--- config.mk ---
export PLATFORM = sky130hd
export DESIGN_NAME = fp_add_normround_flat
export DESIGN_NICKNAME = d
export VERILOG_FILES = /design/src/rtl/fp_pkg.sv /design/src/rtl/fp_add_normround_if.sv /design/src/rtl/lzc56.sv /design/src/rtl/fp_add_normround.sv /design/src/flat_wrapper.sv
export SDC_FILE = /design/constraint.sdc
export NUM_CORES = 1
export LEC_CHECK = 0
export BUFFER_PORTS_ARGS = -buffer_cell sky130_fd_sc_hd__buf_2
export CORE_AREA = 2 2 180 182
export DETAILED_ROUTE_END_ITERATION = 12
export DIE_AREA = 0 0 182 184
export GPL_ROUTABILITY_DRIVEN = 1
export GPL_TIMING_DRIVEN = 1
export MAX_ROUTING_LAYER = met4
export PLACE_DENSITY = 0.59
export SLEW_MARGIN = 30
export SYNTH_ARGS = -nofsm -noshare
export SYNTH_HDL_FRONTEND = slang
export SYNTH_SLANG_ARGS = --single-unit
--- constraint.sdc ---
create_clock -name clk -period 7.1 [get_ports clk]
set_input_delay 2.13 -clock clk [delete_from_list [all_inputs] [get_ports clk]]
set_output_delay 2.13 -clock clk [all_outputs]
set_load 0.01 [all_outputs]
--- src/rtl/fp_pkg.sv ---
// Shared binary64 constants and rounding-mode encoding for the FP adder back end.
package fp_pkg;

   typedef enum logic [1:0] {
      RM_RNE = 2'b00,
      RM_RTZ = 2'b01,
      RM_RUP = 2'b10,
      RM_RDN = 2'b11
   } rm_e;

   localparam int EXP_MAX = 2047;
   localparam int BIAS    = 1023;

   localparam logic [63:0] POS_INF    = 64'h7FF0_0000_0000_0000;
   localparam logic [63:0] MAX_FINITE = 64'h7FEF_FFFF_FFFF_FFFF;

endpackage

--- src/rtl/fp_add_normround_if.sv ---
// Beat interface between the significand adder, the normalize/round back end and the result mux.
interface fp_add_normround_if #(
   parameter int EW = 11,
   parameter int FW = 52
);
   logic             in_valid;
   logic             in_ready;
   logic [FW+4:0]    fs;
   logic             fszero;
   logic             ss;
   logic             sx;
   logic [EW-1:0]    er;
   logic [1:0]       rm;
   logic             out_valid;
   logic             out_ready;
   logic [EW+FW:0]   result;
   logic [2:0]       flags;

   modport slave (
      input  in_valid, fs, fszero, ss, sx, er, rm, out_ready,
      output in_ready, out_valid, result, flags
   );

   modport master (
      output in_valid, fs, fszero, ss, sx, er, rm, out_ready,
      input  in_ready, out_valid, result, flags
   );
endinterface

--- src/rtl/lzc56.sv ---
// Combinational leading-zero count of a 56-bit vector; returns 56 when the vector is zero.
module lzc56 (
   input  logic [55:0] a_i,
   output logic [5:0]  cnt_o
);
   // Scanning upward lets the most significant set bit write last and win.
   always_comb begin
      cnt_o = 6'd56;
      for (int i = 0; i < 56; i++) begin
         if (a_i[i]) cnt_o = 6'(55 - i);
      end
   end
endmodule

--- src/rtl/fp_add_normround.sv ---
// Two-stage normalize (stage 1) and round/pack (stage 2) back end of the binary64 adder.
module fp_add_normround
   import fp_pkg::*;
#(
   parameter int EW = 11,
   parameter int FW = 52
) (
   input logic               clk,
   input logic               rst,
   fp_add_normround_if.slave bus
);
   localparam int XW = EW + 2;
   localparam int MW = FW + 4;
   localparam logic signed [XW-1:0] EXP_OVF = XW'(EXP_MAX);

   logic                 s1_valid_q, s1_valid_d, s2_valid_q, s2_valid_d;
   logic                 s2_load, in_acc;
   logic [5:0]           lz, shamt;
   logic signed [XW-1:0] er_s, lim, exp1_d, s1_exp_q, exp2;
   logic [MW-1:0]        norm_d, s1_norm_q;
   logic                 sign_d, s1_sign_q, s1_zero_q;
   rm_e                  s1_rm_q;
   logic                 g, r, st, inexact, inc, tiny, ovf, inf_sel;
   logic [FW+1:0]        sum;
   logic [FW-1:0]        frac;
   logic [EW+FW:0]       res_d, s2_res_q;
   logic [2:0]           flags_d, s2_flags_q;

   assign s2_load       = ~s2_valid_q | bus.out_ready;
   assign bus.in_ready  = ~s1_valid_q | s2_load;
   assign in_acc        = bus.in_valid & bus.in_ready;
   assign s1_valid_d    = in_acc | (s1_valid_q & ~s2_load);
   assign s2_valid_d    = s2_load ? s1_valid_q : s2_valid_q;
   assign bus.out_valid = s2_valid_q;
   assign bus.result    = s2_res_q;
   assign bus.flags     = s2_flags_q;

   lzc56 u_lzc (
      .a_i   (bus.fs[MW-1:0]),
      .cnt_o (lz)
   );

   // Left shift is capped at er-1 so the exponent never drops below 1; leftover zeros mean denormal.
   always_comb begin
      er_s  = XW'(bus.er);
      lim   = er_s - XW'(1);
      shamt = ($signed({{(XW-6){1'b0}}, lz}) < lim) ? lz : lim[5:0];
      if (bus.fs[MW]) begin
         norm_d = {bus.fs[MW:2], bus.fs[1] | bus.fs[0]};
         exp1_d = er_s + XW'(1);
      end else begin
         norm_d = bus.fs[MW-1:0] << shamt;
         exp1_d = er_s - XW'(shamt);
      end
      sign_d = (bus.fszero & bus.sx) ? (bus.rm == RM_RDN) : bus.ss;
   end

   always_ff @(posedge clk or posedge rst) begin
      if (rst) begin
         s1_valid_q <= 1'b0;
         s1_norm_q  <= '0;
         s1_exp_q   <= '0;
         s1_sign_q  <= 1'b0;
         s1_zero_q  <= 1'b0;
         s1_rm_q    <= RM_RNE;
      end else begin
         s1_valid_q <= s1_valid_d;
         if (in_acc) begin
            s1_norm_q <= norm_d;
            s1_exp_q  <= exp1_d;
            s1_sign_q <= sign_d;
            s1_zero_q <= bus.fszero;
            s1_rm_q   <= rm_e'(bus.rm);
         end
      end
   end

   always_comb begin
      g       = s1_norm_q[2];
      r       = s1_norm_q[1];
      st      = s1_norm_q[0];
      inexact = g | r | st;
      inc     = 1'b0;
      case (s1_rm_q)
         RM_RNE: inc = g & (r | st | s1_norm_q[3]);
         RM_RTZ: inc = 1'b0;
         RM_RUP: inc = ~s1_sign_q & inexact;
         RM_RDN: inc = s1_sign_q & inexact;
      endcase
      sum  = {1'b0, s1_norm_q[MW-1:3]} + (FW+2)'(inc);
      tiny = ~s1_norm_q[MW-1];
      frac = sum[FW-1:0];
      exp2 = s1_exp_q;
      // A denormal that rounds into the hidden bit keeps its exponent of 1; one that doesn't packs as 0.
      if (sum[FW+1]) begin
         exp2 = s1_exp_q + XW'(1);
         frac = '0;
      end else if (!sum[FW]) begin
         exp2 = '0;
      end
      ovf     = exp2 >= EXP_OVF;
      inf_sel = (s1_rm_q == RM_RNE) | ((s1_rm_q == RM_RUP) & ~s1_sign_q)
              | ((s1_rm_q == RM_RDN) & s1_sign_q);
      res_d   = {s1_sign_q, exp2[EW-1:0], frac};
      flags_d = {1'b0, tiny & inexact, inexact};
      if (s1_zero_q) begin
         res_d   = {s1_sign_q, {(EW+FW){1'b0}}};
         flags_d = 3'b000;
      end else if (ovf) begin
         res_d   = {s1_sign_q, inf_sel ? POS_INF[EW+FW-1:0] : MAX_FINITE[EW+FW-1:0]};
         flags_d = 3'b101;
      end
   end

   always_ff @(posedge clk or posedge rst) begin
      if (rst) begin
         s2_valid_q <= 1'b0;
         s2_res_q   <= '0;
         s2_flags_q <= '0;
      end else begin
         s2_valid_q <= s2_valid_d;
         if (s2_load & s1_valid_q) begin
            s2_res_q   <= res_d;
            s2_flags_q <= flags_d;
         end
      end
   end
endmodule

--- src/flat_wrapper.sv ---
// flat-port wrapper written by rule: the top's interface ports become plain ports
module fp_add_normround_flat import fp_pkg::*;
#(
   parameter int EW = 11,
   parameter int FW = 52
)
  (clk, rst, bus_in_valid, bus_fs, bus_fszero, bus_ss, bus_sx, bus_er, bus_rm, bus_out_ready, bus_in_ready, bus_out_valid, bus_result, bus_flags);
  fp_add_normround_if #(.EW(EW), .FW(FW)) bus_i ();
  input logic clk;
  input logic rst;
  input wire logic [$bits(bus_i.in_valid)-1:0] bus_in_valid;
  input wire logic [$bits(bus_i.fs)-1:0] bus_fs;
  input wire logic [$bits(bus_i.fszero)-1:0] bus_fszero;
  input wire logic [$bits(bus_i.ss)-1:0] bus_ss;
  input wire logic [$bits(bus_i.sx)-1:0] bus_sx;
  input wire logic [$bits(bus_i.er)-1:0] bus_er;
  input wire logic [$bits(bus_i.rm)-1:0] bus_rm;
  input wire logic [$bits(bus_i.out_ready)-1:0] bus_out_ready;
  output wire logic [$bits(bus_i.in_ready)-1:0] bus_in_ready;
  output wire logic [$bits(bus_i.out_valid)-1:0] bus_out_valid;
  output wire logic [$bits(bus_i.result)-1:0] bus_result;
  output wire logic [$bits(bus_i.flags)-1:0] bus_flags;
  assign bus_i.in_valid = bus_in_valid;
  assign bus_i.fs = bus_fs;
  assign bus_i.fszero = bus_fszero;
  assign bus_i.ss = bus_ss;
  assign bus_i.sx = bus_sx;
  assign bus_i.er = bus_er;
  assign bus_i.rm = bus_rm;
  assign bus_i.out_ready = bus_out_ready;
  assign bus_in_ready = bus_i.in_ready;
  assign bus_out_valid = bus_i.out_valid;
  assign bus_result = bus_i.result;
  assign bus_flags = bus_i.flags;
  fp_add_normround #(.EW(EW), .FW(FW)) u_core (.clk(clk), .rst(rst), .bus(bus_i));
endmodule
==> impl_metrics.env <==
export IMPL_cp_slowest_cell="a32oi_1"
export IMPL_drt_total_wl_mm=53.54
export IMPL_skew_ns=0.01549
export IMPL_synth_cell_types=88
export IMPL_ys_seq_area_frac=0.2786
export IMPL_synth_flop_cell="dfrtp_1"
export IMPL_hold_violations=0
export IMPL_detail_route_antenna_nets=0
export IMPL_insertion_delay_ns=0.43
export IMPL_core_mm2=0.03139
export IMPL_setup_slack_ns=0.2233
export IMPL_crit_end="u_core.s1_norm_q[20]"
export IMPL_hold_depth=2
export IMPL_cp_end_kind="flop"
export IMPL_cts_max_path_buffers=2
export IMPL_antenna_found_initial=0
export IMPL_ys_ff_latch=142
export IMPL_die_area_mm2=0.03349
export IMPL_drc=0
export IMPL_reg2reg_depth=20
export IMPL_post_route_period_util=0.9685
export IMPL_maxCapViolations=0
export IMPL_htree_levels=4
export IMPL_synth_cells=1671
export IMPL_cp_data_arrival_time_ns=7.17
export IMPL_rsz0062_at_grt="no"
export IMPL_die_w_um=182
export IMPL_cts_sinks=142
export IMPL_pre_cts_ws_ns=-0.2120
export IMPL_n_fill_cell=3157
export IMPL_grt_usage=0.3276
export IMPL_cp_slowest_stage_delay_ns=0.52
export IMPL_multi_input_area_mm2=0.008579
export IMPL_port_buffers=145
export IMPL_initial_core_util=0.4062
export IMPL_numCtsBuffers=17
export IMPL_slew_limit_headroom=0.3426
export IMPL_synth_area_leader_cell="dfrtp_1"
export IMPL_outcome="completed"
export IMPL_grt_pass1_wl_mm=81.77
export IMPL_rr_endpoint="u_core.bus.result[54]"
export IMPL_synth_area_leaders="dfrtp_1 28%, mux2i_1 11%, nand2_1 7.2%"
export IMPL_place_congestion=1.038
export IMPL_io_pins=146
export IMPL_drt_iter0_drc=1491
export IMPL_synth_top_cell_area_share=0.2786
export IMPL_reg2reg_setup_slack_ns=1.84
export IMPL_dpl_hpwl_mm=42.40
export IMPL_post_route_util=0.5122
export IMPL_grt_max_degree=84
export IMPL_row_count=65
export IMPL_post_synth_instance_area_mm2=0.01275
export IMPL_crit_required_ns=7.39
export IMPL_path_class="input pin to flop"
export IMPL_clockRootBuffer="clkbuf_16"
export IMPL_synth_fp_nets=1762
export IMPL_timing_critical_path_mode_cell="buf_4"
export IMPL_area_delta_synth_final_pct=26.10
export IMPL_diodes=0
export IMPL_avgSynthCellArea_um2=7.631
export IMPL_grt_pass1_vias=13310
export IMPL_path_clk_slew_ns=0.06
export IMPL_vias=14360
export IMPL_cts_hold_buf=0
export IMPL_r2r_start="u_core.s1_rm_q[1]"
export IMPL_hold_slack_ns=0.4721
export IMPL_yosys_warnings=0
export IMPL_wl_per_cell_um=22.57
export IMPL_cp_start_kind="input pin"
export IMPL_vias_per_cell=6.053
export IMPL_worst_pin_slew_ns=0.9788
export IMPL_layout_drive_gt1_share=0.2421
export IMPL_crit_chain="buf_2 > nor4_2 > buf_4 > a21boi_0 > o21ai_0 > a31oi_1 > ha_1 > a211oi_2 > o21bai_2 > o21a_1 > o211ai_4 > nor2_1 > a21o_2 > buf_12 > buf_4 > buf_4 > mux2i_1 > mux2i_1 > buf_4 > mux2i_1 > a31oi_1 > a32oi_1 > o21ai_0"
export IMPL_min_period_ns=6.877
export IMPL_setup_worst_path_start="bus_fs[36]"
export IMPL_powerDensity_mw_per_mm2=196.8
export IMPL_tritoncts="done"
export IMPL_seq_area_mm2=0.003553
export IMPL_nNetsFinal=2049
export IMPL_grt_overflow_total=0
export IMPL_maxSlewViolCount=0
export IMPL_ir_worst_vdd_mv=0.1700
export IMPL_dr_pass1_iters=6
export IMPL_chipHeight_um=184
export IMPL_hold_path_class="flop to flop"
export IMPL_setup_viol=0
export IMPL_p_leak_nw=7.474
export IMPL_synth_enable_flop_cells=0
export IMPL_crit_fanout=23
export IMPL_synthArstFlopShare=1.000
export IMPL_fmax_mhz=145.4
## synthesized netlist by cell type (26+ instances only)
cell type,n
buf_2,41
a31oi_1,26
nor2_1,157
nor3_1,33
clkbuf_1,62
dfrtp_1,142
o21ai_0,112
a21oi_1,125
mux2i_1,138
and3_1,26
nand3_1,62
a221oi_1,26
nand4_1,26
inv_1,43
xnor2_1,40
nand2_1,244
## layout by cell type, fill, tap and decap left out, drive strengths merged, types with 40 or more instances in the layout
cell type,instances
nand2,244
nand3,62
mux2i,139
nor2,159
xnor2,40
buf,386
o21ai,134
dfrtp,142
inv,44
a21oi,128
## area by class of cell
class | count | share of cell area
Clock inverter | 11 | 0.008792
Inverter | 45 | 0.01082
Sequential cell | 142 | 0.2210
Tap cell | 402 | 0.03128
Clock buffer | 20 | 0.02840
Timing Repair Buffer | 386 | 0.1662
Multi-Input combinational cell | 1366 | 0.5335
## per-stage QoR
step	cell area, um^2	instances	total power, W	TNS, ns
floorplan	12810	1671	0.001716	0
CTS	16070	2372	0.003162	0
finish	16080	2372	0.003165	0
global placement	15470	2341	0.002233	-0.6888
detailed placement	15470	2341	0.002246	-1.730
global route	16080	2372	0.003337	0
## kinds of logic after synthesis
group,share of synthesized area
AO/OA/AOI/OAI,0.2579
multiplexers,0.1189
XOR/XNOR,0.04258
adder cells (fa/ha/maj),0.01462
flip-flops,0.2787
buffers and inverters,0.05494
AND/OR/NAND/NOR,0.2323
## worst min path at each step
stage | start | end | slack [ns]
after floorplan | u_core.s1_norm_q[42] | u_core.s1_norm_q[42] | 0.45
after global placement | u_core.bus.result[50] | u_core.bus.result[50] | 0.46
after detailed placement | u_core.bus.flags[1] | u_core.bus.flags[1] | 0.46
after CTS | u_core.bus.flags[1] | u_core.bus.flags[1] | 0.48
after global routing | u_core.bus.result[57] | u_core.bus.result[57] | 0.50
final | u_core.bus.result[57] | u_core.bus.result[57] | 0.47
## where the power goes
group / switching [W] / internal [W] / leakage (nW)
Sequential: 0.000154 / 0.000973 / 1.75
Clock: 0.000341 / 0.000567 / 0.299
Combinational: 0.000661 / 0.000468 / 5.42
## sequential cells by signal (all words and copies together) (netlist names)
register and flops:
u_core.bus.result 64, u_core.s1_norm_q 56, u_core.s1_exp_q 13, u_core.bus.flags 3, u_core.s1_rm_q 2, u_core.bus.out_valid 1
u_core.s1_sign_q 1, u_core.s1_valid_q 1, u_core.s1_zero_q 1
## layer usage
metal / global-route usage / up-vias / wire length [um]
met5: - / - / 0
met3: 0.03764 / 79 / 3833
li1: - / 6749 / -
met1: 0.4694 / 6869 / 25090
met2: 0.4849 / 661 / 23200
met4: 0.09806 / 0 / 1417
## critical path, delay by kind of cell
| family | cells | cell delay [ns] |
|---|---|---|
| AO/OA/AOI/OAI | 11 | 2.70 |
| buffers and inverters | 6 | 0.93 |
| multiplexers | 3 | 0.54 |
| AND/OR/NAND/NOR | 2 | 0.53 |
| adder cells (fa/ha/maj) | 1 | 0.31 |
## repair_timing
action | 4_1_cts | 5_1_grt
setup endpoints to repair | 0 | 3
setup buffers | 0 | 0
endpoints found under the hold margin | 0 | 0
gates resized for setup | 0 | 2
(Power assumes the default switching activity.)
